### config.mk
export PLATFORM = sky130hd
export DESIGN_NAME = pipe_stage_buffer
export DESIGN_NICKNAME = d
export VERILOG_FILES = /design/src/rtl/pipe_pkg.sv /design/src/rtl/pipe_slot.sv /design/src/rtl/pipe_stage_buffer.sv
export SDC_FILE = /design/constraint.sdc
export NUM_CORES = 1
export LEC_CHECK = 0
export CORE_ASPECT_RATIO = 1.75
export CORE_MARGIN = 4
export CORE_UTILIZATION = 40
export CTS_CLUSTER_SIZE = 28
export DETAILED_ROUTE_END_ITERATION = 8
export PLACE_DENSITY = 0.75
export SYNTH_ARGS = -nofsm -noshare
export SYNTH_HDL_FRONTEND = slang
export SYNTH_SLANG_ARGS = --single-unit
export TNS_END_PERCENT = 5
### constraint.sdc
create_clock -name clk -period 2.3 [get_ports clk]
set_input_delay 0.46 -clock clk [delete_from_list [all_inputs] [get_ports clk]]
set_output_delay 0.46 -clock clk [all_outputs]
set_load 0.1 [all_outputs]
### src/rtl/pipe_pkg.sv
// Shared definitions for elastic pipeline stage buffers: default widths,
// the bubble control value and the control-word field layout so every
// stage packs and unpacks its control word the same way.
package pipe_pkg;

    localparam int PIPE_CTRL_W = 10;
    localparam int PIPE_PC_W   = 48;

    // Control value of a bubble: all enables low, so a NOP has no side effects.
    localparam logic [PIPE_CTRL_W-1:0] PIPE_NOP_CTRL = 10'd0;

    // Control-word field positions.
    localparam int CTRL_REG_WE     = 0;
    localparam int CTRL_MEM_RD     = 1;
    localparam int CTRL_MEM_WR     = 2;
    localparam int CTRL_BRANCH     = 3;
    localparam int CTRL_ALU_OP_LSB = 4;
    localparam int CTRL_ALU_OP_MSB = 7;
    localparam int CTRL_WB_SEL_LSB = 8;
    localparam int CTRL_WB_SEL_MSB = 9;

    typedef enum logic [1:0] {
        WB_ALU = 2'd0,
        WB_MEM = 2'd1,
        WB_PC4 = 2'd2,
        WB_IMM = 2'd3
    } wb_sel_e;

    // Number of beats held by a main/skid register pair.
    function automatic logic [1:0] occupancy_of(input logic m_valid, input logic s_valid);
        return {1'b0, m_valid} + {1'b0, s_valid};
    endfunction

endpackage

### src/rtl/pipe_slot.sv
// One pipeline slot: a valid bit plus a payload register.
// clr empties the slot and wins over load; the payload is kept when the
// slot empties so downstream data/PC lines stay quiet during bubbles.
module pipe_slot #(
    parameter int W = 8
) (
    input  logic         clk,
    input  logic         rst,
    input  logic         clr,
    input  logic         load,
    input  logic [W-1:0] d,
    output logic         valid,
    output logic [W-1:0] q
);

    logic         valid_r;
    logic [W-1:0] q_r;

    // Slot state: reset, clear, load or hold.
    always_ff @(posedge clk) begin
        if (rst) begin
            valid_r <= 1'b0;
            q_r     <= {W{1'b0}};
        end else if (clr) begin
            valid_r <= 1'b0;
        end else if (load) begin
            valid_r <= 1'b1;
            q_r     <= d;
        end else begin
            valid_r <= valid_r;
        end
    end

    assign valid = valid_r;
    assign q     = q_r;

endmodule

### src/rtl/pipe_stage_buffer.sv
// Elastic pipeline stage register with a one-entry skid slot, synchronous
// flush with bubble insertion and a saturating stall-cycle counter.
// M drives the outputs; S catches the beat accepted while M is stalled,
// which keeps in_ready a function of registered state only.
module pipe_stage_buffer
    import pipe_pkg::*;
#(
    parameter int                CTRL_W      = PIPE_CTRL_W,
    parameter int                DATA_W      = 32,
    parameter int                PC_W        = PIPE_PC_W,
    parameter logic [CTRL_W-1:0] NOP_CTRL    = CTRL_W'(PIPE_NOP_CTRL),
    parameter int                STALL_CNT_W = 16
) (
    input  logic                   clk,
    input  logic                   rst,
    input  logic                   flush,
    input  logic                   in_valid,
    output logic                   in_ready,
    input  logic [CTRL_W-1:0]      in_ctrl,
    input  logic [DATA_W-1:0]      in_data,
    input  logic [PC_W-1:0]        in_pc,
    input  logic                   in_irq,
    output logic                   out_valid,
    input  logic                   out_ready,
    output logic [CTRL_W-1:0]      out_ctrl,
    output logic [DATA_W-1:0]      out_data,
    output logic [PC_W-1:0]        out_pc,
    output logic                   out_irq,
    output logic [1:0]             occupancy,
    output logic [STALL_CNT_W-1:0] stall_cycles
);

    localparam int PW = CTRL_W + DATA_W + PC_W + 1;

    logic          m_valid_s, s_valid_s;
    logic [PW-1:0] m_q_s, s_q_s, m_d_s, in_beat_s;
    logic          m_load_s, m_clr_s, s_load_s, s_clr_s;
    logic          accept_s, deliver_s;
    logic [CTRL_W-1:0]      m_ctrl_s;
    logic                   m_irq_s;
    logic [STALL_CNT_W-1:0] stall_r;

    assign in_beat_s = {in_ctrl, in_data, in_pc, in_irq};
    assign in_ready  = ~s_valid_s & ~rst;
    assign accept_s  = in_valid & in_ready;
    assign deliver_s = m_valid_s & out_ready;

    // Slot control: flush empties both slots; otherwise M refills from S
    // first (ordering), then from the input, and S only catches a beat
    // accepted while M is stalled.
    always_comb begin
        m_load_s = 1'b0;
        m_clr_s  = 1'b0;
        s_load_s = 1'b0;
        s_clr_s  = 1'b0;
        m_d_s    = in_beat_s;
        if (flush) begin
            m_clr_s = 1'b1;
            s_clr_s = 1'b1;
        end else if (!m_valid_s || deliver_s) begin
            if (s_valid_s) begin
                m_load_s = 1'b1;
                m_d_s    = s_q_s;
                s_clr_s  = 1'b1;
            end else if (accept_s) begin
                m_load_s = 1'b1;
            end else begin
                m_clr_s = 1'b1;
            end
        end else begin
            if (accept_s) begin
                s_load_s = 1'b1;
            end else begin
                s_load_s = 1'b0;
            end
        end
    end

    pipe_slot #(.W(PW)) u_m_slot (
        .clk   (clk),
        .rst   (rst),
        .clr   (m_clr_s),
        .load  (m_load_s),
        .d     (m_d_s),
        .valid (m_valid_s),
        .q     (m_q_s)
    );

    pipe_slot #(.W(PW)) u_s_slot (
        .clk   (clk),
        .rst   (rst),
        .clr   (s_clr_s),
        .load  (s_load_s),
        .d     (in_beat_s),
        .valid (s_valid_s),
        .q     (s_q_s)
    );

    // Stall counter: counts presented-but-refused cycles, sticks at all-ones,
    // survives flushes.
    always_ff @(posedge clk) begin
        if (rst) begin
            stall_r <= {STALL_CNT_W{1'b0}};
        end else if (m_valid_s && !out_ready && (stall_r != {STALL_CNT_W{1'b1}})) begin
            stall_r <= stall_r + STALL_CNT_W'(1);
        end else begin
            stall_r <= stall_r;
        end
    end

    assign {m_ctrl_s, out_data, out_pc, m_irq_s} = m_q_s;
    assign out_valid    = m_valid_s;
    assign out_ctrl     = m_valid_s ? m_ctrl_s : NOP_CTRL;
    assign out_irq      = m_valid_s & m_irq_s;
    assign occupancy    = occupancy_of(m_valid_s, s_valid_s);
    assign stall_cycles = stall_r;

endmodule

==> results of run 1 <==
-- metrics by stage --
stage                     hold WS (ns)  instances  worst slack [ns]  setup TNS, ns
after global routing             0.326       1398             0.169              0
after detailed placement         0.446       1366           0.00964              0
final                            0.325       1398             0.255              0
after floorplan                  0.436       1005            -0.202          -2.19
after global placement           0.441       1366            0.0427              0
after CTS                        0.308       1398             0.201              0
-- worst max-delay path: cells and delay by family (launching register included) --
| family | cells | cell delay (ns) |
|---|---|---|
| fa+ha+maj | 1 | 0.28 |
| buf+inv | 2 | 0.42 |
| flops | 1 | 0.45 |
-- registers in the layout, indices dropped and copies added (netlist names) --
| register | count |
|---|---|
| u_m_slot.q | 91 |
| u_s_slot.q | 91 |
| stall_cycles | 16 |
| u_m_slot.valid | 1 |
| u_s_slot.valid | 1 |
-- path summary, 6_finish.rpt --
path / startpoint / end / slack, ns / cells past startpoint
hold / removal: rst / u_s_slot.q[84]$_SDFFE_PP0P_ / 0.33 / 2
setup reg to reg: stall_cycles[0]$_SDFFE_PP0P_ / stall_cycles[9]$_SDFFE_PP0P_ / 0.42 / 5
hold reg to reg: u_s_slot.q[63]$_SDFFE_PP0P_ / u_s_slot.q[63]$_SDFFE_PP0P_ / 0.45 / 2
setup / recovery: u_m_slot.valid$_SDFFE_PP0P_ / occupancy[0] / 0.25 / 3
-- kinds of logic after synthesis --
group / after synthesis
buf+inv: 161
mux: 95
compound gates: 211
fa+ha+maj: 2
flops: 200
simple gates: 336
-- power groups by stage --
| stage | clock (W) | sequential [W] | combinational (W) |
|---|---|---|---|
| final | 0.00291 | 0.00361 | 0.00126 |
| after global routing | 0.00314 | 0.00362 | 0.00132 |
| after CTS | 0.00300 | 0.00361 | 0.00127 |
| after detailed placement | 0 | 0.00369 | 0.00127 |
| after global placement | 0 | 0.00369 | 0.00126 |
| after floorplan | 0 | 0.00368 | 0.000966 |
-- metal layers --
metal | share of wire (%) | global-route usage [%] | vias to the layer above
li1 | - | - | 3551
met1 | 39 | 18.8 | 3215
met2 | 52 | 30.0 | 175
met3 | 4.7 | 4.03 | 42
met4 | 4.5 | 9.00 | 0
met5 | 0 | 0 | -
-- cells in the mapped netlist (all sizes together), types with 3 or more instances --
cell type / n
nor2b: 5
mux2i: 92
nand4: 6
and3: 3
clkbuf: 33
nand2: 186
nor2: 98
o31ai: 4
and2: 11
a211oi: 95
inv: 4
a21oi: 103
buf: 124
dfxtp: 200
nand2b: 4
nand3: 5
and4: 3
mux2: 3
o21ai: 4
or3: 5
or4: 5
-- area by class of cell --
type                       instances  area share (%)
clock buffer                      19            4.13
sequential                       200            36.6
clock inverter                    13            1.10
timing repair buffer             226            20.4
tap                              292            3.34
multi-input combinational        644            34.3
inverter                           4           0.137
-- cell usage in the layout, fill, tap and decap left out, types with 3 or more instances in the layout --
cell	Yosys	final
a211oi_1	94	94
a21oi_1	103	103
and2_1	11	11
and3_1	3	3
buf_12	10	24
buf_4	81	107
clkbuf_16	0	17
clkdlybuf4s50_1	0	94
clkinv_2	0	4
clkinv_4	0	3
dfxtp_1	200	200
inv_1	4	4
mux2i_1	92	92
nand2_1	186	186
nand2b_1	4	4
nand3_1	5	5
nand4_1	5	5
nor2_1	97	96
nor2b_1	4	4
o31ai_1	4	4
or3_1	4	4
or4_1	5	5
==> flow_summary_export.csv, run 1 <==
group,metric,value,unit
timing,maxSlewViolCount,0,
layout,diodes,0,
timing,finalSetupViolations,0,
critical_path,worst_ep_arrival_time,1.59,ns
global_route,grt_max_degree,185,
layout,layout.nets,1191,
logic_synthesis,ys_types,41,
logic_synthesis,synth_top_cell_area_share,45.1,%
floorplanning,die_area,24800,sq um
logic_synthesis,syn_inst,1005,
timing,fmax,489,MHz
global_route,antenna_found_initial,0,
logic_synthesis,synth_top_family_by_area,"simple AND/OR/NAND/NOR gates",
global_route,grt_pass1_wl,33.7,mm
timing,fin_skew,0.0105,ns
timing,period_share,88.9,%
power_and_ir_drop,combPwrFrac,16.2,%
place,portBuffers,206,
layout,final_area,11000,sq um
critical_path,startpoint_type,"flop",
layout,ff_latch_area,4000,sq um
detailed_routing,dr.pass1.iters,5,
timing,maxSlewHeadroom,35.2,%
logic_synthesis,yosysTopAreaCell,"dfxtp_1",
critical_path,critPathMaxFanout,12,
logic_synthesis,synth-seq-cells,200,
clock_network,root_buffer,"clkbuf_16",
critical_path,cp-end-kind,"primary output",
layout,area_growth_syn_to_layout,23.3,%
logic_synthesis,synth.area.top_cells,"dfxtp_1 (45%), mux2i_1 (10%), a211oi_1 (7.9%), nand2_1 (7.9%), buf_4 (6.8%)",
timing,min_period,2.05,ns
clock_network,max-clock-path-buffers,2,
logic_synthesis,synth_ff_type,"dfxtp_1",
critical_path,crit_chain,"buf_4 > ha_1 > buf_12",
timing,worst_slew_pin_slew,0.972,ns
detailed_routing,drt_iter0_markers,451,
logic_synthesis,netlist_area,8880,sq um
critical_path,cpPeakStageDelay,0.45,ns
global_route,track_usage,17.0,%
timing,hold_violations,0,
clock_network,cts_hold_buf,0,
layout,multiInputGateArea,3760,sq um
power_and_ir_drop,sw_frac_of_total,29.3,%
detailed_routing,via_count,6983,
clock_network,worstSkewPairLatency,0.44,ns
detailed_routing,detail-route-antenna-nets,0,
power_and_ir_drop,clock_power_share,37.4,%
place,postPlaceCellArea,10400,sq um
logic_synthesis,synth.avg_cell_area,8.84,sq um
clock_network,clkTransAtPathRegs,0.07,ns
critical_path,crit_required,1.84,ns
floorplanning,dieHeight,205,um
power_and_ir_drop,internal_power,0.00550,W
place,gp_congestion,0.814,
floorplanning,die_x,121,um
floorplanning,rows,71,
place,dp.final_hpwl,14.6,mm
layout,layout-drive-gt1-share,15.7,%
logic_synthesis,async_reset_ff_share,0,%
power_and_ir_drop,p_per_area,710,nW/um^2
floorplanning,io_pins,207,
logic_synthesis,synth_nets,1103,
detailed_routing,drc,0,
run_status,status,"finished, final reports clean",
layout,fillers,2042,
logic_synthesis,synth_edf_count,0,
global_route,grt-ovfl-total,0,
power_and_ir_drop,peakVddDrop,322,uV
critical_path,crit_type,"flop to primary output",
logic_synthesis,muxShareOfSynthArea,10.7,%
critical_path,crit_path_top_delay_cell,"dfxtp_1",
power_and_ir_drop,sequentialPowerShare,46.4,%
timing,rsz0062_at_grt,"no",
logic_synthesis,yosys_warnings,0,
layout,fin_util,50.5,%
job,cap_violations,0,
floorplanning,initial_core_util,41.0,%
detailed_routing,avgRoutedWirePerCell,15.3,um
clock_network,cts_resized,0,
detailed_routing,viasPerCell,4.99,
clock_network,htreeDepth,4,
logic_synthesis,synth-compound-area-share,14.9,%
power_and_ir_drop,power.switching,0.00228,W
floorplanning,fp.coreArea,21700,sq um
logic_synthesis,ys_seq_area_share,45.1,%
worst_hold_path,min_path_type,"primary input to flop",
power_and_ir_drop,fin_total_pwr,0.00778,W
logic_synthesis,yosys.area_share.simple,16.2,%
global_route,first_global_vias,6542,
detailed_routing,drt_wl_total,21.4,mm
logic_synthesis,synthXorXnorAreaFrac,0,%
clock_network,cts_tree,"built",
logic_synthesis,synth-adder-area-share,0.282,%
clock_network,numCtsBuffers,17,
clock_network,postCtsSetupBuffers,0,
clock_network,cts.sinks,200,
power_and_ir_drop,leakage,4.55,nW
(Power assumes the default switching activity.)
==> run 2: changes to the inputs <==
--- a/config.mk
+++ b/config.mk
@@ -11,6 +11,7 @@
 export CTS_CLUSTER_SIZE = 28
 export DETAILED_ROUTE_END_ITERATION = 8
 export PLACE_DENSITY = 0.75
+export SKIP_CTS_REPAIR_TIMING = 1
 export SYNTH_ARGS = -nofsm -noshare
 export SYNTH_HDL_FRONTEND = slang
 export SYNTH_SLANG_ARGS = --single-unit
==> results of run 2 <==
Final layout, timing and power as in run 1 (identical DEF).
